<file path="src/rtl/piece_preview_queue.sv">
`default_nettype none
// ============================================================================
// Module      : piece_preview_queue
// Description : Preview queue for the next-piece generator with spawn and hold/swap handling.
// Revision    : 1.0 - initial release
// ============================================================================
module piece_preview_queue #(
    parameter int DEPTH      = 3,
    parameter int NUM_PIECES = 6
) (
    input  logic                 clk,
    input  logic                 reset,
    input  logic [2:0]           gen_piece,
    input  logic                 spawn_req,
    input  logic                 hold_req,
    output logic                 spawn_valid,
    output logic [2:0]           spawn_piece,
    output logic [3*DEPTH-1:0]   preview,
    output logic [2:0]           queue_count,
    output logic [2:0]           active_piece,
    output logic                 active_valid,
    output logic [2:0]           hold_piece,
    output logic                 hold_valid,
    output logic                 hold_used
);

    localparam logic [2:0] c_DEPTH      = 3'(DEPTH);
    localparam logic [3:0] c_NUM_PIECES = 4'(NUM_PIECES);

    logic [2:0] r_q [DEPTH];
    logic [2:0] r_count;
    logic       r_skip;
    logic [2:0] r_last;
    logic       r_last_valid;
    logic       r_pending;
    logic       r_pend_hold;
    logic [2:0] r_active;
    logic       r_active_valid;
    logic [2:0] r_hold;
    logic       r_hold_valid;
    logic       r_hold_used;
    logic       r_spawn_valid;

    logic       w_hold_ok;
    logic       w_hold_swap;
    logic       w_hold_pop;
    logic       w_pop_req;
    logic       w_pop;
    logic       w_pend_next;
    logic [2:0] w_cnt_after;
    logic       w_gen_legal;
    logic       w_room;
    logic       w_repeat;
    logic       w_enq;
    logic       w_skip;

    // Hold is refused right after a spawn pulse so pulses never sit back to back.
    assign w_hold_ok   = hold_req && !spawn_req && r_active_valid && !r_hold_used &&
                         !r_pending && !r_spawn_valid;
    assign w_hold_swap = w_hold_ok && r_hold_valid;
    assign w_hold_pop  = w_hold_ok && !r_hold_valid;

    // A pop request that cannot be served now (empty queue or pulse last cycle) stays pending.
    assign w_pop_req   = spawn_req || r_pending || w_hold_pop;
    assign w_pop       = w_pop_req && (r_count != 3'd0) && !r_spawn_valid;
    assign w_pend_next = w_pop_req && !w_pop;

    assign w_cnt_after = r_count - {2'b00, w_pop};
    assign w_gen_legal = ({1'b0, gen_piece} < c_NUM_PIECES);
    assign w_room      = (w_cnt_after < c_DEPTH);
    assign w_repeat    = r_last_valid && (gen_piece == r_last) && !r_skip;
    assign w_enq       = w_room && w_gen_legal && !w_repeat;
    assign w_skip      = w_room && w_gen_legal && w_repeat;

    for (genvar i = 0; i < DEPTH; i++) begin : g_entry
        logic [2:0] w_shift;
        logic [2:0] w_next;

        if (i == DEPTH - 1) begin : g_tail
            assign w_shift = 3'd0;
        end else begin : g_body
            assign w_shift = r_q[i+1];
        end

        always_comb begin
            w_next = w_pop ? w_shift : r_q[i];
            if (w_enq && (w_cnt_after == 3'(i))) begin
                w_next = gen_piece;
            end
        end

        always_ff @(posedge clk) begin
            if (reset) begin
                r_q[i] <= 3'd0;
            end else begin
                r_q[i] <= w_next;
            end
        end

        assign preview[3*i +: 3] = r_q[i];
    end

    always_ff @(posedge clk) begin
        if (reset) begin
            r_count        <= 3'd0;
            r_skip         <= 1'b0;
            r_last         <= 3'd0;
            r_last_valid   <= 1'b0;
            r_pending      <= 1'b0;
            r_pend_hold    <= 1'b0;
            r_active       <= 3'd0;
            r_active_valid <= 1'b0;
            r_hold         <= 3'd0;
            r_hold_valid   <= 1'b0;
            r_hold_used    <= 1'b0;
            r_spawn_valid  <= 1'b0;
        end else begin
            r_count       <= w_cnt_after + {2'b00, w_enq};
            r_spawn_valid <= w_pop || w_hold_swap;
            r_pending     <= w_pend_next;
            r_pend_hold   <= w_pend_next && (r_pend_hold || w_hold_pop);

            if (w_enq) begin
                r_last       <= gen_piece;
                r_last_valid <= 1'b1;
                r_skip       <= 1'b0;
            end else if (w_skip) begin
                r_skip <= 1'b1;
            end

            // A deferred hold keeps hold_used set once its replacement piece arrives.
            if (w_pop) begin
                r_active       <= r_q[0];
                r_active_valid <= 1'b1;
                r_hold_used    <= w_hold_pop || r_pend_hold;
            end

            if (w_hold_pop) begin
                r_hold       <= r_active;
                r_hold_valid <= 1'b1;
                r_hold_used  <= 1'b1;
            end

            if (w_hold_swap) begin
                r_active    <= r_hold;
                r_hold      <= r_active;
                r_hold_used <= 1'b1;
            end
        end
    end

    assign spawn_valid  = r_spawn_valid;
    assign spawn_piece  = r_active;
    assign active_piece = r_active;
    assign active_valid = r_active_valid;
    assign queue_count  = r_count;
    assign hold_piece   = r_hold;
    assign hold_valid   = r_hold_valid;
    assign hold_used    = r_hold_used;

endmodule
`default_nettype wire
</file>
<file path="config.mk">
export PLATFORM = sky130hd
export DESIGN_NAME = piece_preview_queue
export DESIGN_NICKNAME = d
export VERILOG_FILES = /design/src/rtl/piece_preview_queue.sv
export SDC_FILE = /design/constraint.sdc
export NUM_CORES = 1
export LEC_CHECK = 0
export BUFFER_PORTS_ARGS = -buffer_cell sky130_fd_sc_hd__buf_2
export CAP_MARGIN = 10
export CORE_MARGIN = 5
export CORE_UTILIZATION = 47
export CTS_CLUSTER_DIAMETER = 50
export CTS_CLUSTER_SIZE = 20
export DETAILED_ROUTE_END_ITERATION = 12
export HOLD_SLACK_MARGIN = 0.15
export PLACE_DENSITY_LB_ADDON = 0.12
export SETUP_SLACK_MARGIN = 0.3
export SYNTH_ARGS = -nofsm -noshare
export SYNTH_HDL_FRONTEND = slang
export SYNTH_SLANG_ARGS = --single-unit
</file>
<file path="constraint.sdc">
create_clock -name clk -period 2.5 [get_ports clk]
set_input_delay 0.375 -clock clk [delete_from_list [all_inputs] [get_ports clk]]
set_output_delay 0.375 -clock clk [all_outputs]
set_load 0.02 [all_outputs]
</file>
==> flow_summary.toml, run 1 <==
[worst_setup_path]
endpoint_kind = "flop"
worst-setup-path-type = "flop to flop"
critPathMaxStageDelay_ns = 0.38
startpoint_type = "flop"
required_ns = 2.71
cp_max_fo = 2
path_cells = "nand4bb_1, a211o_4, inv_12, ha_4, ha_4, xnor2_4, o211ai_1, nor2_1, ha_2, ha_4, nor2b_1"
cp.arrival_ns = 2.53
r2r_setup_slack_ns = 0.18
crit_top_cell = "ha_4"
cp_slowest_cell = "a211o_4"
cp_top_family = "adder cells"
path_buf_inv = 1

[routing]
drt_iter0_drc = 64
wl_met1_mm = 1.288
drt_first_pass_iters = 4
totalWireLength_mm = 2.857
drt.antenna.violating_nets = 0
wl_met2_mm = 1.407
vias = 1144
route.met3.wl_um = 160
wl_per_cell_um = 13.60
drc = 0
vias_per_cell = 5.448
highest_layer = "met3"

[layout]
finalNonFillerCells = 210
drive_above_1_share_pct = 34.64
nets = 189
diodes = 0
fillers = 247
syn_to_final_growth_pct = 27.56

[grt]
grt_pass1_vias = 1071
grt_max_degree = 27
grt_usage_pct = 15.79
antenna_found_initial = 0
grt_pass1_wl_mm = 5.016
grt-ovfl-total = 0

[yosys]
synthTopCellsByCount = "dfxtp_1, mux2i_1, nor2_1"
yosysWarnings = 0
synth-async-reset-ratio_pct = 0
synth_edf_count = 0
synth.distinct_cells = 29
syn_area_mm2 = 0.001330
netlist.top_cell.by_area = "dfxtp_1"
synth_fp_nets = 149
synth_top_area_share_pct = 43.65
synthFlopType = "dfxtp_1"
ys_ff_latch = 29
synthTopCellsByArea = "dfxtp_1, mux2i_1, a211oi_1"
seq_area_frac_synth_pct = 43.65
postSynthCellCount = 138
synthMostInstantiatedCell = "dfxtp_1"
syn_avg_cell_area_um2 = 9.638

[power]
peakVddDrop_v = 0.0007214
power.leakage_nw = 0.7964
powerDensity_mw_per_mm2 = 1283

[sta]
hold_slack_ns = 0.3440
layout_min_cycle_time_ns = 2.318
finClkSkew_ns = 0.008063
tightest_slew_ns = 0.4768
slew_headroom_pct = 68.21
finalCritPeriodShare_pct = 92.71
final-setup-viol-count = 0
setup_ws_ns = 0.1822
timing.fmax_mhz = 431.4
hold_viol = 0
report.final.slew_viol_count = 0
rsz0062_at_grt = "yes"

[cts]
clk_latency_ns = 0.33
clk_pin_slew_ns = 0.10
cts.htree.levels = 2
cts_tree = "yes"
ctsRootBufferMaster = "clkbuf_4"
cts_buffers = 5
cts_num_sinks = 29
clockBufferDepth = 2

[placement]
gp_congestion = 0.7704
dpl_worst_slack_ns = 0.05209
io_buffers = 31
dp_cells = 195
hpwl_mm = 2.120

[floorplanning]
initial_core_util_pct = 48.65
core_area_mm2 = 0.002734
die_area_mm2 = 0.003994
row_count = 19
die_w_um = 63.20
die_h_um = 63.20
io_pins = 32

[run]
maxCapViolCount = 0

[hold_path]
min_path_type = "input port to flop"

[run_status]
status = "completed"
where the power goes:
part	leakage (nW)	total, mW	switching [mW]	internal [mW]
clock	0.0310	0.276	0.171	0.106
combinational	0.526	1.21	0.617	0.594
sequential	0.240	0.689	0.0947	0.594
total	0.796	2.18	0.882	1.29
logic make-up (layout without fill, tap and decap cells):
| family | Yosys count | after routing | synth area share (%) |
|---|---|---|---|
| mux | 16 | 16 | 12.04 |
| buf+inv | 19 | 60 | 7.808 |
| compound gates | 27 | 27 | 14.02 |
| simple gates | 38 | 38 | 14.86 |
| xor+xnor | 5 | 5 | 3.858 |
| fa+ha+maj | 4 | 4 | 3.763 |
| flops | 29 | 29 | 43.65 |
per-layer routing:
layer / global-route usage (%) / vias to the layer above
li1: - / 581
met1: 19.30 / 534
met2: 25.38 / 29
met3: 6.927 / 0
met4: 3.896 / 0
met5: 0 / -
state kept, by name, indices dropped and copies added (netlist names):
signal and count:
r_last_valid 1, hold_used 1, r_pending 1, r_q 9, active_valid 1, active_piece 3, r_skip 1, r_pend_hold 1
r_last 3, hold_piece 3, queue_count 3, spawn_valid 1, hold_valid 1
per-stage QoR:
stage	power, mW	utilization (%)	TNS [ns]	area [um2]
2_1_floorplan	1.498	-	-0.003609	1391
3_3_place_gp	1.726	56.98	0	1558
3_5_place_dp	1.747	56.98	0	1558
4_1_cts	2.107	60.41	0	1652
5_1_grt	2.370	62.06	0	1697
6_report	2.177	62.06	0	1697
layout make-up:
| class | instances | area [um2] | area share (%) |
|---|---|---|---|
| Multi-Input combinational cell | 90 | 720.7 | 42.48 |
| Sequential cell | 29 | 590.6 | 34.81 |
| Timing Repair Buffer | 41 | 237.7 | 14.01 |
| Inverter | 11 | 53.80 | 3.171 |
| Tap cell | 31 | 38.79 | 2.286 |
| Clock buffer | 5 | 37.54 | 2.212 |
| Clock inverter | 3 | 17.52 | 1.032 |
placed cells by master, fill, tap and decap left out, drive strengths merged:
cell type	instances
buf	41
dfxtp	29
mux2i	16
nor2	14
inv	11
a21oi	8
nor3	7
a211oi	7
nand4	6
nor2b	5
clkbuf	5
xnor2	4
ha	4
o2111ai	3
o41ai	3
o21ai	2
nand2b	2
o31ai	2
clkinv	2
nand2	1
o211ai	1
and4	1
nand4bb	1
a211o	1
nand3	1
xor2	1
clkinvlp	1
tightest hold or removal path, cell delays in order:
cell     delay, ns
buf_2         0.09
nor2_1        0.06
a21oi_1       0.11
repair_timing:
action | CTS | global route
hold buffers | 0 | 0
pin swaps | 5 | 3
resized for setup | 2 | 4
setup buffers | 4 | 3
cloned | 0 | 0
endpoints found under the setup margin | 3 | 16
worst paths after layout:
path                      from              to  cells after the start
hold reg to reg   r_last_valid    r_last_valid                      2
setup reg to reg     hold_used  queue_count[1]                     11
hold / removal       spawn_req       r_pending                      3
setup / recovery     hold_used  queue_count[1]                     11
(Power assumes the default switching activity.)
==> inputs of run 2 (changes only) <==
- CORE_UTILIZATION: 47 -> 35
- PLACE_DENSITY_LB_ADDON: 0.12 -> default
==> run 2 against run 1 <==
Non-clock buffer count up 2. Routed wire length rose by 11%. Sequential power up 0.9%.
==> flow_summary.toml, run 2 (synthesized netlist as in run 1, its figures left out) <==
[run_status]
status = "completed"

[cts]
cts_hold_buf = 0
cts_buffers = 5
ctsRootBufferMaster = "clkbuf_8"
clockBufferDepth = 2
cts.htree.levels = 2
clk_latency_ns = 0.28
clk_pin_slew_ns = 0.06
cts_tree = "yes"
cts_num_sinks = 29

[sta]
report.final.slew_viol_count = 0
slew_headroom_pct = 67.32
final-setup-viol-count = 0
setup_ws_ns = 0.1398
timing.fmax_mhz = 423.7
finalCritPeriodShare_pct = 94.41
tightest_slew_ns = 0.4901
hold_slack_ns = 0.3816
finClkSkew_ns = 0.005645
hold_viol = 0
rsz0062_at_grt = "yes"
layout_min_cycle_time_ns = 2.360

[grt]
grt-ovfl-total = 0
grt_pass1_wl_mm = 4.823
antenna_found_initial = 0
grt_max_degree = 27
grt_usage_pct = 12.05
grt_pass1_vias = 1138

[worst_setup_path]
endpoint_kind = "flop"
required_ns = 2.65
crit_top_cell = "ha_4"
r2r_setup_slack_ns = 0.14
worst-setup-path-type = "flop to flop"
critPathMaxStageDelay_ns = 0.39
rr_worst_depth = 11
path_buf_inv = 1
startpoint_type = "flop"
reg2reg_to = "queue_count[2]"
path_cells = "nand4bb_1, a211o_4, inv_12, ha_4, ha_4, o211ai_1, nor2_1, ha_2, ha_4, xor2_1, nor2_1"
cp_num_cells = 11
cp_top_family = "adder cells"
cp_max_fo = 3
cp.arrival_ns = 2.51
cp_slowest_cell = "a211o_4"
reg2reg_from = "hold_used"
cp-startpoint = "hold_used"
worstSetupEndpoint = "queue_count[2]"

[routing]
drt_first_pass_iters = 4
wl_met1_mm = 1.269
vias_per_cell = 5.079
route.met3.wl_um = 230
highest_layer = "met4"
vias = 1163
wl_met2_mm = 1.618
drt_iter0_drc = 49
drt.antenna.violating_nets = 0
drc = 0
totalWireLength_mm = 3.178
wl_per_cell_um = 13.88

[floorplanning]
core_area_mm2 = 0.003661
die_w_um = 71.65
die_area_mm2 = 0.005133
initial_core_util_pct = 36.33
io_pins = 32
row_count = 22
die_h_um = 71.65

[hold_path]
min_path_type = "input port to flop"

[layout]
final_cell_mix = "buf_2, dfxtp_1, mux2i_1"
nets = 191
largest_reg_flops = 9
top_register = "r_q"
diodes = 0
drive_above_1_share_pct = 37.02
layout_commonest_cell = "buf_2"
syn_to_final_growth_pct = 35.75

[placement]
hpwl_mm = 2.185
gp_congestion = 0.7782
io_buffers = 31
dpl_worst_slack_ns = 0.02963

[power]
peakVddDrop_v = 0.0005634
powerDensity_mw_per_mm2 = 1339
power.leakage_nw = 0.8391

[run]
maxCapViolCount = 0
run 2: cell types whose count changed in the layout (fill, tap and decap cells not counted), sizes merged:
cell      previous run  this run
clkbuf               5         7
clkinv               2         1
buf                 41        43
clkinvlp             1         0
run 2: timing repair:
| action | in CTS | in global routing |
|---|---|---|
| buffers inserted | 5 | 4 |
| pin swaps | 8 | 2 |
| hold endpoints to repair | 0 | 0 |
| gates resized for setup | 4 | 7 |
| setup endpoints to repair | 8 | 17 |
run 2: power breakdown:
group | switching (mW) | internal, mW
Combinational | 0.664 | 0.638
Sequential | 0.0995 | 0.596
Clock | 0.171 | 0.248
run 2: metal layers:
layer	GRT usage, %	vias up
met5	0	-
met4	7.307	0
met3	4.909	7
met2	21.22	37
met1	11.69	539
li1	-	580
run 2: how the worst min path moves through the flow:
stage                            start      endpoint  slack [ns]  cells after the start
after floorplan           r_last_valid  r_last_valid        0.42                      2
after global placement    r_last_valid  r_last_valid        0.43                      2
after detailed placement  r_last_valid  r_last_valid        0.43                      2
after CTS                 gen_piece[0]     r_q[2][0]        0.38                      3
after global routing      gen_piece[0]     r_q[2][0]        0.40                      3
final                     gen_piece[0]     r_q[2][0]        0.38                      3
run 2: tightest hold or removal path, stage by stage:
cell and delay, ns:
buf_2 0.13, inv_1 0.05, o41ai_1 0.06
run 2: layout make-up:
type	instances	area, um2
Inverter	11	53.80
Sequential cell	29	590.6
Tap cell	48	60.06
Multi-Input combinational cell	90	739.5
Fill cell	343	1856
Clock inverter	1	5.005
Timing Repair Buffer	43	260.3
Clock buffer	7	96.34
run 2: per-stage QoR:
step | total power [mW] | instances | TNS (ns) | instance area (um2) | utilization [%]
2_1_floorplan | 1.498 | 138 | -0.003609 | 1391 | -
3_3_place_gp | 1.731 | 212 | 0 | 1579 | 43.13
3_5_place_dp | 1.762 | 212 | 0 | 1579 | 43.13
4_1_cts | 2.299 | 225 | 0 | 1739 | 47.51
5_1_grt | 2.577 | 229 | 0 | 1805 | 49.32
6_report | 2.417 | 229 | 0 | 1805 | 49.32
